--- config.mk ---
export PLATFORM = sky130hd
export DESIGN_NAME = threshold_param
export DESIGN_NICKNAME = d
export VERILOG_FILES = /design/src/rtl/threshold_param.sv
export SDC_FILE = /design/constraint.sdc
export NUM_CORES = 1
export LEC_CHECK = 0
export CORE_UTILIZATION = 60
export CTS_CLUSTER_DIAMETER = 120
export DETAILED_ROUTE_END_ITERATION = 10
export GPL_TIMING_DRIVEN = 0
export PLACE_DENSITY = 0.89
export SETUP_SLACK_MARGIN = 0.02
export SYNTH_ARGS = -nofsm -noshare
export SYNTH_HDL_FRONTEND = slang
export SYNTH_SLANG_ARGS = --single-unit
--- constraint.sdc ---
create_clock -name clk -period 27.4 [get_ports clk]
set_input_delay 4.11 -clock clk [delete_from_list [all_inputs] [get_ports clk]]
set_output_delay 4.11 -clock clk [all_outputs]
set_load 0.05 [all_outputs]
--- src/rtl/threshold_param.sv ---
// Parametrised multi-level threshold stage for a CH x CW pixel stream.
// Shadow config is committed whenever the position counters sit at (0,0).
module threshold_param #(
  parameter int CH    = 3,
  parameter int CW    = 8,
  parameter int NLVL  = 4,
  parameter int RES_W = 16
) (
  input  logic                    clk,
  input  logic                    resetn,
  input  logic [CH*CW-1:0]        d_in,
  input  logic                    d_in_vld,
  output logic [CH*CW-1:0]        d_out,
  output logic                    d_out_vld,
  output logic                    frame_end,
  input  logic [RES_W-1:0]        input_res_x,
  input  logic [RES_W-1:0]        input_res_y,
  input  logic                    cfg_we,
  input  logic [$clog2(NLVL)-1:0] cfg_addr,
  input  logic [CH-1:0]           cfg_ch,
  input  logic [CH*CW-1:0]        cfg_val,
  input  logic [2*CH-1:0]         cfg_mode
);

  localparam int LW = $clog2(NLVL);
  localparam int SH = CW - LW;
  localparam logic [CW-1:0]    M   = '1;
  localparam logic [RES_W-1:0] ONE = RES_W'(1);
  localparam logic [1:0] BIN  = 2'd0;
  localparam logic [1:0] BAND = 2'd1;
  localparam logic [1:0] QNT  = 2'd2;
  localparam logic [1:0] BYP  = 2'd3;

  typedef logic [CH-1:0][NLVL-1:0][CW-1:0] thr_t;
  typedef logic [CH-1:0][1:0] mode_t;

  thr_t  sh_t_q, sh_t_d, act_t_q, act_t_d;
  mode_t sh_mode_q, sh_mode_d, act_mode_q, act_mode_d;
  logic [RES_W-1:0] x_q, x_d, y_q, y_d;
  logic [RES_W-1:0] rx_q, rx_d, ry_q, ry_d;
  logic fe_tag, commit;

  logic [CH-1:0][NLVL-1:0] s1_ge_q, s1_ge_d;
  logic [CH-1:0]           s1_le_q, s1_le_d;
  logic [CH*CW-1:0]        s1_p_q, s1_p_d;
  mode_t                   s1_mode_q, s1_mode_d;
  logic s1_vld_q, s1_vld_d, s1_fe_q, s1_fe_d;

  logic [CH*CW-1:0] out_q, out_d;
  logic vld_q, vld_d, fe_q, fe_d;

  always_comb begin
    x_d    = x_q;
    y_d    = y_q;
    fe_tag = 1'b0;
    if (d_in_vld) begin
      if (x_q == rx_q - ONE) begin
        x_d = '0;
        if (y_q == ry_q - ONE) begin
          y_d    = '0;
          fe_tag = 1'b1;
        end else begin
          y_d = y_q + ONE;
        end
      end else begin
        x_d = x_q + ONE;
      end
    end
    commit = (x_d == '0) && (y_d == '0);
  end

  always_comb begin
    sh_t_d    = sh_t_q;
    sh_mode_d = sh_mode_q;
    if (cfg_we) begin
      for (int c = 0; c < CH; c++) begin
        if (cfg_ch[c]) begin
          sh_t_d[c][cfg_addr] = cfg_val[c*CW +: CW];
          sh_mode_d[c]        = cfg_mode[c*2 +: 2];
        end
      end
    end
  end

  // Commit samples the shadow copy before this cycle's write lands.
  always_comb begin
    act_t_d    = act_t_q;
    act_mode_d = act_mode_q;
    rx_d       = rx_q;
    ry_d       = ry_q;
    if (commit) begin
      act_t_d    = sh_t_q;
      act_mode_d = sh_mode_q;
      rx_d       = (input_res_x == '0) ? ONE : input_res_x;
      ry_d       = (input_res_y == '0) ? ONE : input_res_y;
    end
  end

  always_comb begin
    logic [CW-1:0] p;
    p         = '0;
    s1_ge_d   = '0;
    s1_le_d   = '0;
    s1_p_d    = d_in;
    s1_mode_d = act_mode_q;
    s1_vld_d  = d_in_vld;
    s1_fe_d   = fe_tag;
    for (int c = 0; c < CH; c++) begin
      p = d_in[c*CW +: CW];
      for (int k = 0; k < NLVL; k++)
        s1_ge_d[c][k] = p >= act_t_q[c][k];
      s1_le_d[c] = p <= act_t_q[c][1];
    end
  end

  always_comb begin
    logic [CW-1:0] p;
    logic [CW-1:0] o;
    logic [CW-1:0] qv;
    logic [LW:0]   cnt;
    p     = '0;
    o     = '0;
    qv    = '0;
    cnt   = '0;
    out_d = '0;
    vld_d = s1_vld_q;
    fe_d  = s1_fe_q;
    for (int c = 0; c < CH; c++) begin
      p   = s1_p_q[c*CW +: CW];
      cnt = '0;
      for (int k = 0; k < NLVL; k++)
        cnt = cnt + (LW+1)'(s1_ge_q[c][k]);
      qv = CW'(cnt) << SH;
      unique case (1'b1)
        (s1_mode_q[c] == BIN):
          o = s1_ge_q[c][0] ? M : '0;
        (s1_mode_q[c] == BAND):
          o = (s1_ge_q[c][0] && s1_le_q[c]) ? p : '0;
        (s1_mode_q[c] == QNT):
          o = (cnt == (LW+1)'(NLVL)) ? M : qv;
        (s1_mode_q[c] == BYP):
          o = p;
        default:
          o = p;
      endcase
      out_d[c*CW +: CW] = o;
    end
  end

  always_ff @(posedge clk or posedge resetn) begin
    if (resetn) begin
      sh_t_q     <= '0;
      act_t_q    <= '0;
      sh_mode_q  <= {CH{BYP}};
      act_mode_q <= {CH{BYP}};
      x_q        <= '0;
      y_q        <= '0;
      rx_q       <= ONE;
      ry_q       <= ONE;
      s1_ge_q    <= '0;
      s1_le_q    <= '0;
      s1_p_q     <= '0;
      s1_mode_q  <= {CH{BYP}};
      s1_vld_q   <= 1'b0;
      s1_fe_q    <= 1'b0;
      out_q      <= '0;
      vld_q      <= 1'b0;
      fe_q       <= 1'b0;
    end else begin
      sh_t_q     <= sh_t_d;
      act_t_q    <= act_t_d;
      sh_mode_q  <= sh_mode_d;
      act_mode_q <= act_mode_d;
      x_q        <= x_d;
      y_q        <= y_d;
      rx_q       <= rx_d;
      ry_q       <= ry_d;
      s1_ge_q    <= s1_ge_d;
      s1_le_q    <= s1_le_d;
      s1_p_q     <= s1_p_d;
      s1_mode_q  <= s1_mode_d;
      s1_vld_q   <= s1_vld_d;
      s1_fe_q    <= s1_fe_d;
      out_q      <= out_d;
      vld_q      <= vld_d;
      fe_q       <= fe_d;
    end
  end

  assign d_out     = out_q;
  assign d_out_vld = vld_q;
  assign frame_end = fe_q;

endmodule

======== Word-level counts from Yosys, hierarchy flattened ========
Cells that the tools add are included.
W data, S select, Z words.
operators by class
  shift-type cells ........................ 0
  equality and inequality tests ........... 11
  div/mod/pow operators ................... 0
  muxes and demuxes ....................... 27
  $lt $le $gt $ge ......................... 17
  reductions and logical operators ........ 15
  $mul .................................... 0
  bitwise gates (word level) .............. 0
  $add $sub $neg .......................... 13
operators with widths
  cell                     number
  $mux W16                 7
  $bwmux W32               3
  $ge A8 B8 Y1             12
  $mux W8                  10
  $pmux W8 S3              3
  $logic_not A16 Y1        4
  $add A16 B1 Y16 const B  2
  $eq A16 B16 Y1           2
  $sub A16 B1 Y16 const B  2
  $le A8 B8 Y1             3
  $demux W8 S2             1
  $add A2 B1 Y3            3
  $add A3 B1 Y3            3
  $eq A3 B3 Y1 const B     3
  $add A1 B1 Y2            3
  $eq A2 B1 Y1 const B     3
  $eq A2 B2 Y1 const B     3
  $logic_not A2 Y1         3
  $reduce_and A2 Y1        3
  $logic_and A1 B1 Y1      5
  $lt A2 B3 Y1 const B     1
  $mux W1                  3
  $ge A2 B1 Y1 const B     1
storage, ports and cells
  RAM bits ................................ 0
  register bits ........................... 341
  bits in latches ......................... 0
  output and inout port bits .............. 26
  logic and storage cells ................. 130
  memories kept ........................... 0
  input bits .............................. 95
  memory bits (read-only) ................. 0

======== Longest topological paths before layout ========
Gate-level depths: netlist of the first run.
  word-level depth ........................ 7
  depth in mapped cells ................... 17
  depth with buffers taken out ............ 12

======== Worst setup path before layout of the first run ========
Ideal clock, no wire load.
  path kind ............................... input -> register
  start ................................... input d_in_vld
  end ..................................... register act_t_q[15] (netlist bit)
  buffers on the path ..................... 2
  stages on the path ...................... 12
  slack ................................... 20.556 ns
  library setup time ...................... 0.125 ns
  data arrival time ....................... 6.719 ns
  data required time ...................... 27.275 ns
  cell sequence ........................... nand4_1 > nor4_1 > xnor2_1 > a21boi_0 > or4b_1 > a21oi_1 > nand3_1 > a211oi_1 > nand4_2 > buf_6 > buf_6 > mux2_4
on the way
  cells in the longest elaborated chain, start to end .. 3
  elaborated cells on any way between the ends .. 5
  those cells by class .................... mux: 2; reduce/logical: 3
ends and longest elaborated chain
  what                     line  source
  from (decl)              12    input logic d_in_vld,
  $mux W16                 56    if (d_in_vld) begin
  $logic_not A16 Y1        69    commit = (x_d == '0) && (y_d == '0);
  $logic_and A1 B1 Y1 (*)  69
  to (signal assigned)     171   act_t_q <= act_t_d;
  to (decl)                37    thr_t sh_t_q, sh_t_d, act_t_q, act_t_d;
Every way passes the cells marked *; elsewhere a longest branch is shown, timed or not.
A chain may end at the register's enable or synchronous reset.

======== Worst setup path after layout of the first run ========
  start ................................... input d_in_vld
  end ..................................... register ry_q[15]
on the way
  cells in the longest elaborated chain, start to end .. 3
  elaborated cells on any way between the ends .. 5
  those cells by class .................... mux: 2; reduce/logical: 3
ends and longest elaborated chain
  what                     line  source
  $mux W16                 56
  $logic_not A16 Y1        69
  $logic_and A1 B1 Y1 (*)  69
  to (signal assigned)     177   ry_q <= ry_d;
  to (decl)                40    logic [RES_W-1:0] rx_q, rx_d, ry_q, ry_d;
Marked as above.

==> impl_metrics.yaml, run 1 <==
logic_synthesis:
  synth_top_family_by_area: "multiplexers"
  synth_fa_ha_area_share_pct: 8.08
  synth_seq_cells: 341
  syn_area_per_cell_sq_um: 11.9
  muxShareOfSynthArea_pct: 16.9
  synth_commonest_cells: "321 x dfrtp_1, 106 x ha_1, 104 x inv_1"
  yosysTopAreaCellShare_pct: 46.8
  synth-compound-area-share_pct: 7.46
  synth-simple-area-share_pct: 10.6
  synth_area_sq_um: 17200
  yosysWarnings: 0
  synth_xor_area_share_pct: 3.27
  syn_inst: 1443
  netlist_top_cells_area: "dfrtp_1 47%, ha_1 7.7%, mux2_2 6.7%, mux2_4 5.1%, mux2_1 4.9%"
  synth_ff_type: "dfrtp_1"
  ys_async_sr_fraction_pct: 100
  synth_edf_count: 0
  synth.distinct_cells: 68
  yosysMostFrequentCell: "dfrtp_1"
  synth.largest_area_cell: "dfrtp_1"
  syn_nets: 1647
  ys_seq_area_share_pct: 49.9
sta:
  fin_crit_sh_pct: 27.7
  slew_violations: 0
  worst_pin_slew_ns: 1.34
  tns_ns: 0
  rsz0062_at_grt: "false"
  relSlewSlack_pct: 10.1
  period_minus_slack_ns: 7.60
  finalHoldViolations: 0
  skew_ns: 0.0290
  setup_viol: 0
  max_freq_mhz: 132
global_routing:
  antenna_found_initial: 0
  grt_usage_pct: 28.1
  grt_max_degree: 103
  gr-usage-met1_pct: 35.4
  grt-busiest-layer: "met2"
  grt_pass1_vias: 12300
  grt_pass1_wl_mm: 64.1
  use_met3_pct: 4.51
  use_met2_pct: 48.5
  overflow: 0
setup_path:
  r2r_cells: 15
  crit_type: "in -> reg"
  end_kind: "flip-flop"
  crit_slowest_cell: "clkdlybuf4s50_1"
  cp_cell_sequence: "clkdlybuf4s50_1 > nand4_1 > nor4_1 > xnor2_1 > a21boi_0 > or4b_1 > a21oi_1 > nand3_1 > a211oi_1 > nand4_2 > buf_6 > buf_6 > mux2_4"
  required_ns: 27.79
  worstPathArrival_ns: 7.99
  cp_num_buf_inv: 3
  cp_common_cell: "buf_6"
  path_depth: 13
  max_stage_delay_ns: 0.58
  cp_top_family: "simple AND/OR/NAND/NOR gates"
  crit_fanout: 10
  start_kind: "input pin"
routing:
  drtPass1Iterations: 6
  drtIter0Drc: 809
  vias: 11800
  postRouteAntennaNets: 0
  drc: 0
  vias_per_cell: 5.88
  routed_wl_mm: 39.0
  wl_per_cell_um: 19.4
clocking:
  ctsHoldBuffers: 0
  cts_tree: "done"
  cts_sinks: 341
  numCtsBuffers: 36
  post_cts_resized: 0
  clk_path_buf_depth: 3
  worstSkewPairLatency_ns: 0.53
  h-tree-depth: 2
  ctsRootBufferMaster: "clkbuf_16"
  clk_pin_slew_ns: 0.06
  post_cts_buffers: 0
outcome:
  status: "completed"
power_and_ir_drop:
  power.density_nw_per_um2: 89.8
  power.leakage_nw: 9.16
  ir_drop_mv: 0.0563
floorplan:
  io_pins: 121
  core_sq_um: 27900
  rows: 61
  die_h_um: 171
  dieArea_sq_um: 29300
  start_util_pct: 61.4
  die_x_um: 171
layout:
  area_growth_pct: 17.2
  diodes: 0
  fin_cells: 2007
  nets: 1807
  drive_above_1_share_pct: 16.5
  fillers: 1893
hold_path:
  min_path_type: "reg -> reg"
  whs_path_depth: 0
placed_design:
  place_inst: 1942
  routabilityCongestion: 0.874
  hpwl_mm: 27.3
  numPortBuffers: 118
run:
  drv_cap: 0
==> layout make-up <==
cell class / instances / area [sq um] / share of cell area [%]
Sequential cell: 341 / 8560 / 42.6
Multi-Input combinational cell: 942 / 7940 / 39.5
Timing Repair Buffer: 122 / 1270 / 6.31
Clock buffer: 57 / 1110 / 5.53
Tap cell: 378 / 473 / 2.35
Inverter: 104 / 398 / 1.98
Buffer: 56 / 280 / 1.39
Clock inverter: 7 / 78.8 / 0.392
==> logic make-up after synthesis <==
kind of cell    count (synthesis)
buf+inv                       160
flops                         341
mux                           238
compound gates                203
xor+xnor                       64
simple gates                  328
fa+ha+maj                     109
==> cells in the final DEF, fill, tap and decap left out, types with 8 or more instances in the layout <==
cell / synthesis / layout
dfrtp_1: 321 / 321
clkdlybuf4s50_1: 0 / 118
ha_1: 106 / 106
inv_1: 104 / 103
mux2_2: 102 / 102
mux2_1: 74 / 74
o21ai_0: 60 / 60
mux2_4: 58 / 58
nand2_1: 54 / 54
a21oi_1: 46 / 46
clkbuf_1: 36 / 45
nor2_1: 45 / 45
nand2b_1: 43 / 43
xnor2_1: 38 / 38
clkbuf_16: 0 / 37
nor2b_1: 35 / 35
a21o_1: 33 / 33
nand3_1: 32 / 32
xor2_1: 26 / 26
nor3_1: 26 / 25
nand4_1: 22 / 22
nor4_1: 21 / 21
dfstp_2: 20 / 20
buf_2: 11 / 12
or3_1: 12 / 12
o31ai_1: 12 / 12
clkbuf_8: 0 / 11
a31oi_1: 8 / 8
==> through the flow <==
| step | setup WS, ns | util (%) | hold slack [ns] | power (mW) | area (sq um) |
|---|---|---|---|---|---|
| floorplan | 13.87 | - | 0.331 | 1.14 | 17200 |
| global placement | 10.32 | 67.4 | 0.334 | 1.29 | 18800 |
| detailed placement | 19.30 | 67.7 | 0.346 | 1.31 | 18900 |
| CTS | 19.79 | 71.9 | 0.365 | 1.81 | 20100 |
| global route | 19.61 | 72.0 | 0.366 | 1.90 | 20100 |
| finish | 19.80 | 72.0 | 0.365 | 1.81 | 20100 |
==> power by group <==
part | switching, mW | internal [mW] | leakage (nW)
clock network | 0.196 | 0.289 | 0.589
logic | 0.348 | 0.276 | 4.28
registers | 0.0778 | 0.618 | 4.30
==> worst reg2reg max path: cells and delay by family, from the launching register on <==
kind	cells	cell delay, ns
and+or+nand+nor	6	2.43
AOI/OAI and AO/OA	3	1.00
buffers and inverters	4	0.75
DFF	1	0.35
muxes	1	0.31
adders and majority gates	1	0.27
==> final timing paths <==
kind                                startpoint                     end  slack, ns
setup / recovery                      d_in_vld    ry_q[15]$_DFFE_PP0P_      19.80
hold / removal              s1_vld_q$_DFF_PP0_     d_out_vld$_DFF_PP0_       0.37
setup reg to reg           ry_q[0]$_DFFE_PP1P_    ry_q[15]$_DFFE_PP0P_      22.18
hold reg to reg             s1_vld_q$_DFF_PP0_     d_out_vld$_DFF_PP0_       0.37
max in group asynchronous               resetn     rx_q[0]$_DFFE_PP1P_      22.14
min in group asynchronous               resetn  sh_t_q[65]$_DFFE_PP0P_       3.99
==> registers in the layout, summed over array words and instances (netlist names), 3 cells and up <==
| name | cells |
|---|---|
| sh_mode_q | 6 |
| act_t_q | 96 |
| s1_le_q | 3 |
| ry_q | 16 |
| s1_p_q | 24 |
| act_mode_q | 6 |
| y_q | 16 |
| d_out | 24 |
| x_q | 16 |
| sh_t_q | 96 |
| rx_q | 16 |
| s1_mode_q | 6 |
| s1_ge_q | 12 |
==> per-layer routing <==
| metal | share of wire (%) | wire length, um |
|---|---|---|
| met5 | 0 | 0 |
| met1 | 42 | 16200 |
| met2 | 51 | 19900 |
| met3 | 4.3 | 1670 |
| met4 | 3.2 | 1250 |
No activity file was read; power rests on OpenSTA's default activity.
==> run 2, diff against run 1 <==
CORE_UTILIZATION = 59   (was 60)
PLACE_DENSITY = 0.88   (was 0.89)
clock period = 7.25 ns   (was 27.4 ns; I/O delays follow)
==> run 2 against run 1 <==
Count of clock-buffer cells in the layout up 4. Utilization down 1.4 points. Die area grew 1.7%. Non-clock buffer count is 5 higher. Hold slack lost 0.014 ns. Register-to-register slack worse by 20 ns. Critical path depth increased by 2. First-iteration DRC count is 10% lower. Setup slack got worse by 18 ns. Combinational power rose to 3.8 times the previous value. Critical endpoint is now rx_q[10]$_DFFE_PP0P_.
==> impl_metrics.yaml, run 2 (synthesis gave the netlist of run 1 again) <==
layout:
  area_growth_pct: 17.7
  diodes: 0
  layout_commonest_cell: "dfrtp_1"
  nets: 1813
  fillers: 1953
  drive_above_1_share_pct: 16.3
  reg_top3: "act_t_q (96), sh_t_q (96)"
  final_cell_mix: "321 x dfrtp_1, 118 x clkdlybuf4s50_1, 106 x ha_1"
clocking:
  post_cts_resized: 0
  cts_sinks: 341
  ctsRootBufferMaster: "clkbuf_16"
  clk_pin_slew_ns: 0.06
  numCtsBuffers: 37
  clk_path_buf_depth: 3
  ctsHoldBuffers: 0
  cts_tree: "done"
  h-tree-depth: 2
  worstSkewPairLatency_ns: 0.53
  post_cts_buffers: 0
run:
  drv_cap: 0
setup_path:
  start_kind: "flip-flop"
  rr_startpoint: "ry_q[0]$_DFFE_PP1P_"
  crit_slowest_cell: "nor3b_1"
  max_stage_delay_ns: 0.73
  cp_num_buf_inv: 4
  required_ns: 7.64
  end_kind: "flip-flop"
  cp_top_family: "simple AND/OR/NAND/NOR gates"
  crit_path_start: "ry_q[0]$_DFFE_PP1P_"
  crit_fanout: 10
  cp_cell_sequence: "buf_2 > inv_1 > ha_1 > nor3b_1 > nand2_1 > o2bb2a_1 > o311ai_1 > nand4_1 > nand2_1 > o221ai_1 > nor4_2 > nand4_2 > buf_6 > buf_6 > mux2_4"
  crit_type: "reg -> reg"
  worstPathArrival_ns: 5.65
sta:
  finalHoldViolations: 0
  period_minus_slack_ns: 5.26
  worst_pin_slew_ns: 1.39
  setup_viol: 0
  relSlewSlack_pct: 6.53
  tns_ns: 0
  slew_violations: 0
  max_freq_mhz: 190
  fin_crit_sh_pct: 72.6
  rsz0062_at_grt: "false"
  skew_ns: 0.0238
routing:
  vias_per_cell: 5.81
  drtPass1Iterations: 7
  wl_met2_mm: 19.0
  vias: 11700
  postRouteAntennaNets: 0
  drtIter0Drc: 728
  top_layer_used: "met4"
  drc: 0
  wl_met3_mm: 1.67
  wl_per_cell_um: 18.9
  routed_wl_mm: 38.1
  wl_met1_mm: 16.3
placed_design:
  numPortBuffers: 118
  hpwl_mm: 27.6
  routabilityCongestion: 0.897
power_and_ir_drop:
  total_power_mw: 6.83
  power.density_nw_per_um2: 338
  power.leakage_nw: 9.19
  ir_drop_mv: 0.198
global_routing:
  grt_usage_pct: 26.3
  antenna_found_initial: 0
  grt_pass1_wl_mm: 62.9
  grt_pass1_vias: 12200
  grt_max_degree: 46
  overflow: 0
floorplan:
  die_x_um: 173
  core_sq_um: 28600
  io_pins: 121
  rows: 62
  dieArea_sq_um: 29800
  start_util_pct: 60.0
  die_h_um: 173
outcome:
  status: "completed"
hold_path:
  min_path_type: "reg -> reg"
  min_from: "s1_vld_q$_DFF_PP0_"
==> run 2: cell types whose count changed in the layout (fill, tap and decap cells not counted), sizes merged <==
| cell | previous run | this run |
|---|---|---|
| clkinv | 5 | 2 |
| inv | 105 | 103 |
| bufinv | 1 | 2 |
| clkinvlp | 0 | 1 |
| buf | 24 | 29 |
| clkbuf | 93 | 97 |
==> run 2: path summary, 6_finish.rpt <==
path	cells past startpoint	to	slack [ns]
max reg2reg	15	rx_q[10]$_DFFE_PP0P_	1.99
max	15	rx_q[10]$_DFFE_PP0P_	1.99
max in group asynchronous	6	s1_mode_q[4]$_DFF_PP1_	4.86
min reg2reg	0	d_out_vld$_DFF_PP0_	0.35
min in group asynchronous	2	sh_t_q[17]$_DFFE_PP0P_	0.95
min	0	d_out_vld$_DFF_PP0_	0.35
==> run 2: layout make-up <==
cell class / instances / area (sq um) / share of cell area [%]
Buffer: 56 / 280 / 1.39
Clock buffer: 61 / 1110 / 5.48
Clock inverter: 4 / 81.3 / 0.403
Inverter: 104 / 394 / 1.95
Multi-Input combinational cell: 942 / 7940 / 39.3
Sequential cell: 341 / 8560 / 42.4
Tap cell: 384 / 480 / 2.38
Timing Repair Buffer: 127 / 1360 / 6.74
==> run 2: power breakdown <==
group	leakage, nW	internal (mW)	total (mW)	switching (mW)
combinational	4.31	1.05	2.36	1.32
clock	0.577	1.11	1.85	0.736
sequential	4.30	2.34	2.62	0.285
==> run 2: worst reg2reg max path, cell delays in order, from the launching register on <==
cell and delay [ns]:
dfstp_2 0.35, buf_2 0.15, inv_1 0.08, ha_1 0.28, nor3b_1 0.73, nand2_1 0.26, o2bb2a_1 0.35, o311ai_1 0.41
nand4_1 0.51, nand2_1 0.37, o221ai_1 0.22, nor4_2 0.29, nand4_2 0.32, buf_6 0.29, buf_6 0.20, mux2_4 0.33
==> run 2: metrics by stage <==
stage | hold slack (ns) | instances | worst slack [ns] | cell area (sq um) | utilization [%]
after global placement | 0.335 | 1945 | -0.491 | 18800 | 65.8
after CTS | 0.353 | 2019 | 2.16 | 20200 | 70.6
after global routing | 0.366 | 2019 | 1.60 | 20200 | 70.6
final | 0.351 | 2019 | 1.99 | 20200 | 70.6
after detailed placement | 0.340 | 1954 | 2.16 | 19000 | 66.4
after floorplan | 0.331 | 1443 | 1.62 | 17200 | -
==> run 2: metal layers <==
layer,vias up,global-route usage (%)
li1,5426,-
met1,5906,34.1
met2,314,45.1
met3,88,3.96
met4,0,9.00
met5,-,0
==> run 3, diff against run 2 <==
CORE_UTILIZATION = 54   (was 59)
PLACE_DENSITY = 0.85   (was 0.88)
clock period = 4.5 ns   (was 7.25 ns; I/O delays follow)
==> run 3 against run 2 <==
First-iteration DRC count is 8.5% lower. Via count decreased by 0.89%. Cell count up 0.84%. Critical endpoint is now act_t_q[34]$_DFFE_PP0P_. Largest cell class unchanged. Highest routed layer unchanged.
==> impl_metrics.yaml, run 3 (synthesis gave the netlist of run 1 again) <==
clocking:
  clk_pin_slew_ns: 0.06
  h-tree-depth: 2
  cts_tree: "done"
  cts_sinks: 341
  clk_path_buf_depth: 3
  ctsRootBufferMaster: "clkbuf_16"
  numCtsBuffers: 38
  worstSkewPairLatency_ns: 0.52
  ctsHoldBuffers: 0
sta:
  setup_ws_ns: 0.192
  skew_ns: 0.0173
  fin_crit_sh_pct: 95.7
  setup_viol: 0
  slew_violations: 0
  rsz0062_at_grt: "false"
  relSlewSlack_pct: 15.3
  worst_pin_slew_ns: 1.26
  period_minus_slack_ns: 4.31
  finalHoldViolations: 0
  max_freq_mhz: 232
setup_path:
  worstPathArrival_ns: 4.70
  cp-endpoint: "act_t_q[34]$_DFFE_PP0P_"
  start_kind: "flip-flop"
  crit_fanout: 10
  max_stage_delay_ns: 0.53
  path_depth: 14
  reg2reg_to: "act_t_q[34]$_DFFE_PP0P_"
  end_kind: "flip-flop"
  r2r_cells: 14
  cp_top_family: "simple AND/OR/NAND/NOR gates"
  cp_cell_sequence: "or4_1 > buf_2 > nor4_4 > xnor2_1 > or4_1 > nor3_1 > and4bb_1 > buf_4 > a21oi_1 > nor4_4 > nand4_4 > buf_12 > buf_2 > mux2_1"
  crit_type: "reg -> reg"
  crit_slowest_cell: "or4_1"
  reg2reg_slack_ns: 0.19
  crit_path_start: "ry_q[1]$_DFFE_PP0P_"
  required_ns: 4.89
  rr_startpoint: "ry_q[1]$_DFFE_PP0P_"
  cp_num_buf_inv: 4
outcome:
  status: "completed"
floorplan:
  die_x_um: 180
  core_sq_um: 30900
  dieArea_sq_um: 32500
  start_util_pct: 55.5
  rows: 64
  io_pins: 121
  die_h_um: 180
routing:
  drtPass1Iterations: 5
  vias_per_cell: 5.71
  wl_per_cell_um: 18.8
  drc: 0
  routed_wl_mm: 38.3
  drtIter0Drc: 666
  vias: 11600
  postRouteAntennaNets: 0
global_routing:
  grt_usage_pct: 24.4
  antenna_found_initial: 0
  grt_max_degree: 46
  grt_pass1_vias: 12300
  overflow: 0
  grt_pass1_wl_mm: 63.8
layout:
  reg_top3: "act_t_q (96), sh_t_q (96)"
  drive_above_1_share_pct: 18.5
  seqCellArea_sq_um: 8560
  fin_util_pct: 66.5
  multi_input_area_sq_um: 8050
  fin_cells: 2036
  diodes: 0
  layout_commonest_cell: "dfrtp_1"
  nets: 1816
  area_growth_pct: 19.8
  fillers: 2210
  final_cell_mix: "321 x dfrtp_1, 118 x clkdlybuf4s50_1, 106 x ha_1"
placed_design:
  place_inst: 1965
  hpwl_mm: 27.3
  numPortBuffers: 118
  pre_cts_slack_ns: -0.636
  routabilityCongestion: 0.861
power_and_ir_drop:
  ir_drop_mv: 0.376
  power.leakage_nw: 9.36
  power.density_nw_per_um2: 564
run:
  drv_cap: 0
hold_path:
  min_path_type: "reg -> reg"
-- run 3: changes by cell type in the layout (fill, tap and decap cells not counted), moves of 4 or more --
cell	before	now
clkbuf_1	52	34
nor4_1	21	17
clkinv_2	1	10
buf_4	1	8
bufinv_16	2	9
-- run 3: cell type report --
class                           instances  share of cell area [%]
Buffer                                 52                    1.31
Clock buffer                           47                    5.08
Clock inverter                         21                    1.67
Inverter                              104                    1.92
Multi-Input combinational cell        942                    39.2
Sequential cell                       341                    41.6
Tap cell                              396                    2.41
Timing Repair Buffer                  133                    6.84
-- run 3: worst min path at each step --
stage,start,end,slack [ns],depth (start not counted)
global placement,s1_vld_q$_DFF_PP0_,d_out_vld$_DFF_PP0_,0.34,0
CTS,s1_vld_q$_DFF_PP0_,d_out_vld$_DFF_PP0_,0.35,0
floorplan,s1_vld_q$_DFF_PP0_,d_out_vld$_DFF_PP0_,0.33,0
finish,s1_vld_q$_DFF_PP0_,d_out_vld$_DFF_PP0_,0.35,0
global route,s1_vld_q$_DFF_PP0_,d_out_vld$_DFF_PP0_,0.37,0
detailed placement,s1_vld_q$_DFF_PP0_,d_out_vld$_DFF_PP0_,0.34,0
-- run 3: metrics by stage --
stage	hold slack (ns)	power [mW]	setup TNS, ns	area [sq um]
final	0.347	11.6	0	20600
after global routing	0.368	12.3	0	20600
after detailed placement	0.336	8.00	-73.01	19000
after CTS	0.350	11.6	0	20500
after global placement	0.337	7.83	-984.04	18800
after floorplan	0.331	6.93	-230.86	17200
-- run 3: per-layer routing --
metal  vias up  global-route usage (%)  wire, um  share of wire (%)
met5         -                       0         0                  0
li1       5439                       -         -                  -
met3        85                    4.14      1650                4.3
met1      5828                    31.1     16500                 43
met4         0                    7.66      1100                2.9
met2       278                    42.4     19000                 50
-- run 3: where the power goes --
part / switching (mW) / internal (mW)
clock: 1.24 / 2.17
combinational: 2.16 / 1.78
sequential: 0.489 / 3.76
total: 3.89 / 7.71
-- run 3: repair_timing --
item,4_1_cts,5_1_grt
gates cloned,0,0
endpoints found under the setup margin,134,134
buffers inserted,7,0
resized for setup,10,13
pin swaps,4,1
-- run 3: worst reg2reg max path, cell delays in order, from the launching register on --
cell and delay (ns):
dfrtp_1 0.47, or4_1 0.53, buf_2 0.19, nor4_4 0.32, xnor2_1 0.13, or4_1 0.48
nor3_1 0.23, and4bb_1 0.28, buf_4 0.20, a21oi_1 0.08, nor4_4 0.32, nand4_4 0.18
buf_12 0.18, buf_2 0.23, mux2_1 0.36
